`config.mk`:
```
export PLATFORM = sky130hd
export DESIGN_NAME = word_combiner
export DESIGN_NICKNAME = d
export VERILOG_FILES = /design/src/rtl/word_combiner.sv
export SDC_FILE = /design/constraint.sdc
export NUM_CORES = 1
export LEC_CHECK = 0
export CAP_MARGIN = 0
export CORE_MARGIN = 2
export CORE_UTILIZATION = 50
export CTS_CLUSTER_SIZE = 14
export DETAILED_ROUTE_END_ITERATION = 16
export HOLD_SLACK_MARGIN = 0.06
export PLACE_DENSITY = 0.79
export SYNTH_ARGS = -nofsm -noshare
export SYNTH_HDL_FRONTEND = slang
export SYNTH_SLANG_ARGS = --single-unit
```
`constraint.sdc`:
```
create_clock -name clk -period 10.6 [get_ports clk]
set_input_delay 1.06 -clock clk [delete_from_list [all_inputs] [get_ports clk]]
set_output_delay 1.06 -clock clk [all_outputs]
set_load 0.05 [all_outputs]
```
`src/rtl/word_combiner.sv`:
```
// Purpose: rebuilds one OUT_WIDTH word from NUM_WORDS narrow words, word 0 in the LSBs.
// Latency: m_valid rises the cycle after the final-word handshake; full throughput.
// Backpressure: s_ready drops only on the final word while the output is held.
module word_combiner #(
    parameter int OUT_WIDTH  = 131,
    parameter int WORD_WIDTH = 32
) (
    input  logic                  clk,
    input  logic                  rst,
    input  logic                  s_valid,
    output logic                  s_ready,
    input  logic [WORD_WIDTH-1:0] s_data,
    input  logic                  s_last,
    output logic                  m_valid,
    input  logic                  m_ready,
    output logic [OUT_WIDTH-1:0]  m_data,
    output logic                  err_frame
);

    localparam int NUM_WORDS = (OUT_WIDTH + WORD_WIDTH - 1) / WORD_WIDTH;
    localparam int TAIL_BITS = OUT_WIDTH - (NUM_WORDS - 1) * WORD_WIDTH;
    localparam int STAGE_W   = (NUM_WORDS - 1) * WORD_WIDTH;
    localparam int CNT_W     = (NUM_WORDS > 1) ? $clog2(NUM_WORDS) : 1;
    localparam logic [CNT_W-1:0] LAST_IDX = CNT_W'(NUM_WORDS - 1);

    logic [CNT_W-1:0]     cnt_q, cnt_d;
    logic [STAGE_W-1:0]   stage_q, stage_d;
    logic [OUT_WIDTH-1:0] m_data_q, m_data_d;
    logic                 m_valid_q, m_valid_d;
    logic                 err_q, err_d;

    logic at_last;
    logic s_hs;
    logic final_hs;
    logic early_last;

    // The staging buffer never waits on the output; only the final word
    // needs the output register to be free (or freeing this cycle).
    assign at_last    = (cnt_q == LAST_IDX);
    assign s_ready    = !at_last || !m_valid_q || m_ready;
    assign s_hs       = s_valid && s_ready;
    assign final_hs   = s_hs && at_last;
    assign early_last = s_hs && !at_last && s_last;

    // Next-state: counter, staging slot write, output load/drain, error pulse.
    always_comb begin
        cnt_d     = cnt_q;
        stage_d   = stage_q;
        m_data_d  = m_data_q;
        m_valid_d = m_valid_q;
        err_d     = 1'b0;

        if (s_hs) begin
            if (at_last || s_last) begin
                // Final word completes a group; an early last drops the partial group.
                cnt_d = '0;
            end else begin
                cnt_d = cnt_q + CNT_W'(1);
                for (int k = 0; k < NUM_WORDS - 1; k++) begin
                    if (cnt_q == CNT_W'(k)) begin
                        stage_d[k*WORD_WIDTH +: WORD_WIDTH] = s_data;
                    end
                end
            end
        end

        if (final_hs) begin
            m_data_d  = {s_data[TAIL_BITS-1:0], stage_q};
            m_valid_d = 1'b1;
        end else if (m_ready) begin
            m_valid_d = 1'b0;
        end

        // Missing last on the final word still produces output but is flagged.
        err_d = early_last || (final_hs && !s_last);
    end

    // State registers; reset discards any partial group and pending output.
    always_ff @(posedge clk or posedge rst) begin
        if (rst) begin
            cnt_q     <= '0;
            stage_q   <= '0;
            m_data_q  <= '0;
            m_valid_q <= 1'b0;
            err_q     <= 1'b0;
        end else begin
            cnt_q     <= cnt_d;
            stage_q   <= stage_d;
            m_data_q  <= m_data_d;
            m_valid_q <= m_valid_d;
            err_q     <= err_d;
        end
    end

    assign m_valid   = m_valid_q;
    assign m_data    = m_data_q;
    assign err_frame = err_q;

endmodule

```
== After elaboration in Yosys (flattened, before gate mapping) ==
Index checks and enable logic that the tools add are counted.
Storage, ports and cells
  bits in read-only memories: 0
  bits of input ports: 37
  memories kept: 0
  register bits: 264
  latch bits: 0
  memory bits (writable): 0
  output and inout bits: 134
Cells by class
  divide/modulo/power cells: 0
  $add $sub $neg: 1
  shift operators: 0
  multiply operators: 0
  magnitude comparators: 0
  bitwise gates (word level): 1
  equal/unequal tests: 4
  mux-type cells: 3
  reduce and logical (&&, ||, !) cells: 18
Operators with widths (number)
  AND reduction 3 bit: 4
  == test 3 x 2 -> 1 bit, second input constant: 2
  logical AND 1 bit: 5
  logical OR 1 bit: 4
  adder 3 x 1 -> 3 bit, second input constant: 1
  == test 3 x 1 -> 1 bit, second input constant: 1
  == test 3 bit, second input constant: 1
  logical NOT 1 bit: 3
  logical NOT 3 bit: 1
  two-way mux 3 bit: 1
  two-way mux 1 bit: 2
  nonzero test 2 bit: 1
  NOT 1 bit: 1

== Longest topological paths before layout ==
Gate-level depths: netlist (run 1).
  depth in word-level cells: 8
  depth in mapped cells: 6

== Least setup slack after synthesis (run 1) ==
No wires, ideal clock.
  path type: input to output
  start: input m_ready
  end: output s_ready
  cell stages on the path: 2
  slack: 7.867 ns
  data required time: 9.540 ns
  arrival time: 1.673 ns
  cells stage by stage: nand2b_1 > or2_2
Between the ends
  cells in the longest elaborated chain, start to end: 1
Ends and longest elaborated chain
  from (decl): line 15  | input logic m_ready,
  logical OR 1 bit: line 40  | assign s_ready = !at_last || !m_valid_q || m_ready;
  to (decl): line 11  | output logic s_ready,
Every way passes these cells.

== Final worst setup path (run 1) ==
Same ends and word-level chain as after synthesis.

==> flow_summary.toml, run 1 <==
[run_status]
outcome = "finished clean"

[clock_network]
clock_latency_ps = 520
post_cts_buffers = 0
cts_tree = "done"
path_clk_slew_ps = 50
ctsResizeCount = 0
h-tree-depth = 1
clock_sinks = 264
ctsHoldBuffers = 0
cts-root-buf = "clkbuf_16"
cts_buffer_depth = 3
cts_made_buffers = 28

[global_routing]
grt_pass1_wl_mm = 34.02
antenna_found_initial = 0
grt_pass1_vias = 5986
overflow = 0
grtUsageTotal = 0.1931
grt_max_degree = 113

[route]
ant_nets = 0
wirelength_mm = 21.11
drcViolationCount = 0
vias = 5336
drtIter0Drc = 170
dr.pass1.iters = 4
routed_via_density = 5.067
wire_per_inst_microns = 20.04

[yosys]
muxShareOfSynthArea = 0.3323
synthDistinctLibCells = 23
synth-compound-area-share = 0.002114
synth_xor_area_frac = 0.0008222
synth_flop_cell = "dfrtp_1"
synth_top_family_by_area = "multiplexers"
synthArstFlopShare = 1.000
ys_seq_area_frac = 0.6202
postSynthAreaPerCell_sq_um = 18.40
synth_simple_gate_area_share = 0.007517
yosysTopAreaCellShare = 0.6202
ys_warn_count = 0
synthesis.area_sq_mm = 0.01065
yosys.area_share.adder = 0.005873
syn-num-nets = 621
synth_edf_count = 0
synth_commonest_cells = "dfrtp_1, mux2_4, mux2_2"
synth_area_leaders = "dfrtp_1, mux2_4, mux2_2, buf_8, buf_6"
syn_inst = 579
synth_top_area_cell = "dfrtp_1"
ys_seq_elements = 264
yosysMostFrequentCell = "dfrtp_1"

[setup_path]
startpoint_type = "input port"
cp-end-kind = "primary output"
cp.required_ps = 9540
path_cells = "clkdlybuf4s50_1 > nand2b_1 > or2_2 > clkdlybuf4s50_1"
path_max_fanout = 4
crit_slowest_cell = "clkdlybuf4s50_1"
cp_top_family = "buffers and inverters"
max_stage_delay_ps = 700
crit_buf_inv = 2
critical_path_class = "input port to primary output"
cpMostUsedCell = "clkdlybuf4s50_1"
cp.arrival_ps = 2700

[timing]
max_freq_mhz = 266.0
slew_violations = 0
post-route-min-period_ps = 3759
worst_slack_ps = 6841
fin_crit_sh = 0.3546
finalSetupTns_ps = 0
rsz0062_at_grt = "no"
finalSetupViolCount = 0
finalClockSkew_ps = 6.781
tightest_slew_ps = 1154
final-hold-violation-count = 0
slew_headroom = 0.2308

[place]
post-place-ws_ps = 6357
dp_cells = 1002
place_hpwl_mm = 13.33
port_buffers = 170
dpl_cell_area_sq_mm = 0.01246
place_congestion = 0.7539

[die]
ios = 171
die-width_microns = 150.0
std_cell_rows = 53
initial_core_util = 0.5084
fp.dieH_microns = 150.0
core_sq_mm = 0.02096
fp.dieArea_sq_mm = 0.02249

[hold_path]
hold_class = "register to register"

[finish]
fin_area_sq_mm = 0.01339
final_layout_size_suffix_gt1_frac = 0.4036
area_growth_pct = 25.66
fin_cells = 1053
fin_nets = 799
diodes = 0

[run]
maxCapViolCount = 0

[pwr]
power.density_mw_per_mm2 = 315.0
ir_drop_uv = 222.8
finalPower_mw = 4.217
p_leak_nw = 6.468
-- logic make-up (layout without fill, tap and decap cells) --
logic type      after synthesis  count (layout)
flops                       264             264
mux                         260             260
buf+inv                      34             233
simple gates                 12              12
fa+ha+maj                     5               5
compound gates                3               3
xor+xnor                      1               1
-- routing by layer --
layer,global-route usage,vias up,share of wire
li1,-,2387,-
met1,0.2499,2792,0.42
met2,0.3340,130,0.51
met3,0.04726,27,0.059
met4,0.03585,0,0.013
met5,0,-,0
-- registers in the layout, indices dropped and copies added (netlist names) --
name	count
cnt_q	3
err_frame	1
m_data	131
m_valid	1
stage_q	128
-- per-stage QoR --
stage / util / hold WS [ps]
after global placement: 0.5945 / 464.2
after detailed placement: 0.5945 / 477.5
after global routing: 0.6388 / 512.3
final: 0.6388 / 488.2
after floorplan: - / 454.1
after CTS: 0.6388 / 489.9
-- where the power goes --
group	switching [mW]	leakage, nW	internal [mW]
combinational	0.889	2.61	0.732
sequential	0.236	3.39	1.39
clock	0.376	0.464	0.589
-- placed cells by master, fill, tap and decap left out, drive strengths merged, types with 2 or more instances in the layout --
cell type,count
bufinv,2
mux2,260
clkdlybuf4s50,170
a22o,2
dfrtp,264
buf,7
nand2,2
clkinv,7
clkbuf,42
ha,5
inv,5
and3,3
-- layout make-up --
class | count | area, sq um
clock buffer | 42 | 834.6
clock inverter | 9 | 95.09
fill | 1518 | 7569
inverter | 5 | 26.28
multi-input combinational | 281 | 3726
sequential | 264 | 6606
tap | 275 | 344.1
timing repair buffer | 177 | 1754
-- path summary, 6_finish.rpt --
check | start | depth (start not counted) | endpoint | slack [ps]
min in group asynchronous | rst | 2 | m_data[88]$_DFFE_PP0P_ | 1110
max in group asynchronous | rst | 3 | stage_q[34]$_DFFE_PP0P_ | 8000
worst min-delay path | stage_q[33]$_DFFE_PP0P_ | 1 | stage_q[33]$_DFFE_PP0P_ | 490
worst min register to register | stage_q[33]$_DFFE_PP0P_ | 1 | stage_q[33]$_DFFE_PP0P_ | 490
worst max-delay path | m_ready | 4 | s_ready | 6840
worst max register to register | cnt_q[0]$_DFFE_PP0P_ | 6 | m_data[62]$_DFFE_PP0P_ | 7300
Power figures use the tool's default switching activity.
==> inputs of run 2 (changes only) <==
==> constraint.sdc (replaced) <==
create_clock -name clk -period 3.6 [get_ports clk]
set_input_delay 0.36 -clock clk [delete_from_list [all_inputs] [get_ports clk]]
set_output_delay 0.36 -clock clk [all_outputs]
set_load 0.05 [all_outputs]
==> run 2 against run 1 <==
Effect of this change: sequential power rose to 3.0 times the previous value; sequential cell count is the same; first-iteration DRC count increased by 39%; combinational power grew to 3.0 times the previous value; die area did not move; clock power grew to 2.9 times the previous value; utilization rose by 0.58 points; routed wire length up 0.44%; worst hold slack lost 260 ps; sequential share of layout area fell by 0.44 points; cell area rose by 0.91%.
==> flow_summary.toml, run 2 (synthesis results as in run 1) <==
[run_status]
outcome = "finished clean"

[clock_network]
cts-root-buf = "clkbuf_16"
cts_made_buffers = 27
ctsHoldBuffers = 0
cts_tree = "done"
clock_latency_ps = 520
clock_sinks = 264
ctsResizeCount = 0
post_cts_buffers = 0
h-tree-depth = 1
cts_buffer_depth = 3
path_clk_slew_ps = 60

[global_routing]
grtUsageTotal = 0.1951
overflow = 0
grt.busiest_layer = "met2"
use_met3 = 0.03780
antenna_found_initial = 0
grt_util_met1 = 0.2689
grt_pass1_vias = 6095
grt_pass1_wl_mm = 34.39
met2_usage = 0.3247
grt_max_degree = 102

[timing]
fin_crit_sh = 0.7761
post-route-min-period_ps = 2794
finalClockSkew_ps = 15.17
tightest_slew_ps = 657.4
final-hold-violation-count = 0
slew_violations = 0
slew_headroom = 0.5617
finalSetupViolCount = 0
max_freq_mhz = 357.9
rsz0062_at_grt = "no"

[finish]
fin_nets = 805
final_layout_size_suffix_gt1_frac = 0.4143
layout_commonest_cell = "dfrtp_1"
final_cell_mix = "dfrtp_1, clkdlybuf4s50_1, mux2_4"
area_growth_pct = 26.80
largest_reg_flops = 131
diodes = 0
fin_area_sq_mm = 0.01351
fin_cells = 1057
fill_cells = 1515

[setup_path]
critical_path_class = "register to primary output"
max_stage_delay_ps = 700
cp.required_ps = 3240
timing.rr.start = "cnt_q[0]$_DFFE_PP0P_"
cp.arrival_ps = 2430
cp_top_family = "buffers and inverters"
path_max_fanout = 5
critPathLaunch = "cnt_q[0]$_DFFE_PP0P_"
crit_slowest_cell = "clkdlybuf4s50_1"
path_cells = "inv_1 > ha_1 > nand2_1 > or2_2 > clkdlybuf4s50_1"
crit_buf_inv = 2
cp-end-kind = "primary output"
startpoint_type = "register"

[die]
ios = 171
initial_core_util = 0.5084
fp.dieArea_sq_mm = 0.02249
core_sq_mm = 0.02096
fp.dieH_microns = 150.0
std_cell_rows = 53
die-width_microns = 150.0

[place]
place_congestion = 0.7755
place_hpwl_mm = 13.97
port_buffers = 170
dpl_cell_area_sq_mm = 0.01259
dp_cells = 1009

[hold_path]
hold_class = "input port to asynchronous set/reset pin"

[route]
drtIter0Drc = 236
dr.pass1.iters = 4
vias = 5438
drcViolationCount = 0
ant_nets = 0
wire_per_inst_microns = 20.05
routed_via_density = 5.145
wirelength_mm = 21.20

[pwr]
finalPower_mw = 12.42
p_leak_nw = 6.501
ir_drop_uv = 523.7
power.density_mw_per_mm2 = 919.4

[run]
maxCapViolCount = 0
==> run 2: cell types whose count changed in the layout (fill, tap and decap cells not counted) <==
cell	delta
clkinv_2	-1
bufinv_16	+1
clkbuf_8	-1
clkinv_4	+1
inv_8	-1
clkbuf_16	-2
clkinvlp_4	+6
buf_12	+7
clkbuf_1	-6
==> run 2: power by group <==
part,total [mW],switching [mW],internal (mW)
Combinational,4.78,2.61,2.17
Clock,2.83,1.14,1.69
Sequential,4.82,0.710,4.11
Total,12.4,4.46,7.96
==> run 2: area by class of cell <==
cell class,instances,area [sq um],area share
sequential,264,6606,0.4891
multi-input combinational,281,3726,0.2758
timing repair buffer,184,1894,0.1402
clock buffer,33,748.2,0.05539
tap,275,344.1,0.02547
clock inverter,15,166.4,0.01232
inverter,5,22.52,0.001667
==> run 2: metrics by stage <==
stage | util | setup TNS [ps] | worst slack [ps] | hold WS [ps]
after floorplan | - | -64290 | -243.5 | 454.1
after global placement | 0.6010 | 0 | 1070 | 463.7
after detailed placement | 0.6010 | 0 | 1034 | 475.1
after CTS | 0.6446 | 0 | 791.7 | 234.3
after global routing | 0.6446 | 0 | 719.6 | 260.8
final | 0.6446 | 0 | 805.9 | 232.3
==> run 2: metal layers <==
layer	routed length (microns)	part of all wire	vias up
li1	-	-	2412
met1	9381	0.44	2864
met2	10410	0.49	140
met3	1122	0.053	22
met4	284	0.013	0
met5	0	0	-
==> run 2: worst paths after layout <==
kind | slack (ps) | depth (start not counted) | endpoint
worst max-delay path | 810 | 5 | s_ready
worst min-delay path | 230 | 2 | m_data[111]$_DFFE_PP0P_
worst max register to register | 1270 | 6 | stage_q[106]$_DFFE_PP0P_
worst min register to register | 480 | 1 | stage_q[64]$_DFFE_PP0P_
max in group asynchronous | 2340 | 4 | m_data[25]$_DFFE_PP0P_
min in group clk | 480 | 1 | stage_q[64]$_DFFE_PP0P_
==> inputs of run 3 (changes only) <==
==> constraint.sdc (replaced) <==
create_clock -name clk -period 2.9 [get_ports clk]
set_input_delay 0.29 -clock clk [delete_from_list [all_inputs] [get_ports clk]]
set_output_delay 0.29 -clock clk [all_outputs]
set_load 0.05 [all_outputs]
==> run 3 against run 2 <==
Effect of this change: first-iteration DRC count decreased by 37%; sequential power increased by 24%; via count increased by 0.94%; critical endpoint unchanged; global-route usage increased by 0.28 points.
==> flow_summary.toml, run 3 (synthesis results as in run 1) <==
[clock_network]
clock_latency_ps = 510
path_clk_slew_ps = 60
ctsResizeCount = 0
post_cts_buffers = 0
ctsHoldBuffers = 0
cts-root-buf = "clkbuf_16"
cts_made_buffers = 27
cts_tree = "done"
clock_sinks = 264
cts_buffer_depth = 3
h-tree-depth = 1

[place]
place_congestion = 0.7517
place_hpwl_mm = 13.81
dpl_cell_area_sq_mm = 0.01264
port_buffers = 170
dp_cells = 1013

[die]
core_sq_mm = 0.02096
die-width_microns = 150.0
fp.dieH_microns = 150.0
fp.dieArea_sq_mm = 0.02249
std_cell_rows = 53
ios = 171
initial_core_util = 0.5084

[route]
routed_via_density = 5.173
drtIter0Drc = 148
drcViolationCount = 0
vias = 5489
wire_per_inst_microns = 20.36
ant_nets = 0
dr.pass1.iters = 4
wirelength_mm = 21.60

[setup_path]
startpoint_type = "register"
path_max_fanout = 5
cp.arrival_ps = 2440
worstSetupEndpoint = "s_ready"
crit_slowest_cell = "clkdlybuf4s50_1"
cp_num_cells = 5
reg2reg_slack_ps = 830
cp_top_family = "buffers and inverters"
max_stage_delay_ps = 700
rr_worst_depth = 5
cp.required_ps = 2610
crit_buf_inv = 2
path_cells = "inv_1 > ha_1 > nand2_1 > or2_2 > clkdlybuf4s50_1"
critPathLaunch = "cnt_q[0]$_DFFE_PP0P_"
timing.rr.start = "cnt_q[0]$_DFFE_PP0P_"
rr_endpoint = "m_data[38]$_DFFE_PP0P_"
critical_path_class = "register to primary output"
cp-end-kind = "primary output"

[timing]
post-route-min-period_ps = 2726
finalClockSkew_ps = 7.291
max_freq_mhz = 366.8
slew_headroom = 0.5032
finalSetupViolCount = 0
tightest_slew_ps = 743.6
slew_violations = 0
final-hold-violation-count = 0
fin_crit_sh = 0.9400
hold_ws_ps = 267.4
rsz0062_at_grt = "no"

[finish]
area_growth_pct = 26.80
layout_commonest_cell = "dfrtp_1"
largest_reg_flops = 131
fin_cells = 1061
final_cell_mix = "dfrtp_1, clkdlybuf4s50_1, mux2_4"
fin_nets = 809
fin_area_sq_mm = 0.01351
diodes = 0
final_layout_size_suffix_gt1_frac = 0.4122

[global_routing]
grt_pass1_wl_mm = 35.07
grt_max_degree = 59
antenna_found_initial = 0
grtUsageTotal = 0.1979
grt_pass1_vias = 6235
overflow = 0

[pwr]
ir_drop_uv = 546.4
p_leak_nw = 6.520
power.density_mw_per_mm2 = 1132

[run_status]
outcome = "finished clean"

[run]
maxCapViolCount = 0

[hold_path]
hold_class = "input port to asynchronous set/reset pin"
run 3: worst min path at each step:
stage | end | slack, ps | cells past startpoint
floorplan | stage_q[33]$_DFFE_PP0P_ | 420 | 1
CTS | stage_q[78]$_DFFE_PP0P_ | 260 | 2
global route | stage_q[78]$_DFFE_PP0P_ | 290 | 2
detailed placement | stage_q[33]$_DFFE_PP0P_ | 480 | 1
finish | stage_q[77]$_DFFE_PP0P_ | 270 | 2
global placement | stage_q[42]$_DFFE_PP0P_ | 460 | 1
run 3: final cells by class:
type / instances / area, sq um
clock inverter: 8 / 67.56
multi-input combinational: 281 / 3726
clock buffer: 40 / 804.5
sequential: 264 / 6606
fill: 1480 / 7447
tap: 275 / 344.1
inverter: 5 / 22.52
timing repair buffer: 188 / 1937
run 3: worst reg2reg max path: cells and delay by family, from the launching register on:
kind	cells	cell delay, ps
mux	1	340
flops	1	420
fa+ha+maj	1	240
buf+inv	2	520
simple gates	1	430
run 3: metal layers:
layer	global-route usage	share of wire	up-vias
li1	-	-	2404
met1	0.2616	0.43	2921
met2	0.3354	0.50	136
met3	0.04360	0.057	28
met4	0.04670	0.017	0
met5	0	0	-
run 3: where the power goes:
part	total (mW)	internal [mW]	switching, mW
sequential	5.98	5.10	0.882
clock	3.37	2.00	1.37
combinational	5.94	2.69	3.25
run 3: metrics by stage:
stage / total power, mW / setup TNS [ps] / setup slack (ps) / utilization
2_1_floorplan: 9.997 / -230610 / -873.5 / -
3_3_place_gp: 11.76 / 0 / 667.1 / 0.6030
3_5_place_dp: 11.97 / 0 / 595.3 / 0.6030
4_1_cts: 15.44 / 0 / 135.0 / 0.6446
5_1_grt: 15.96 / 0 / 62.07 / 0.6446
6_report: 15.29 / 0 / 174.0 / 0.6446
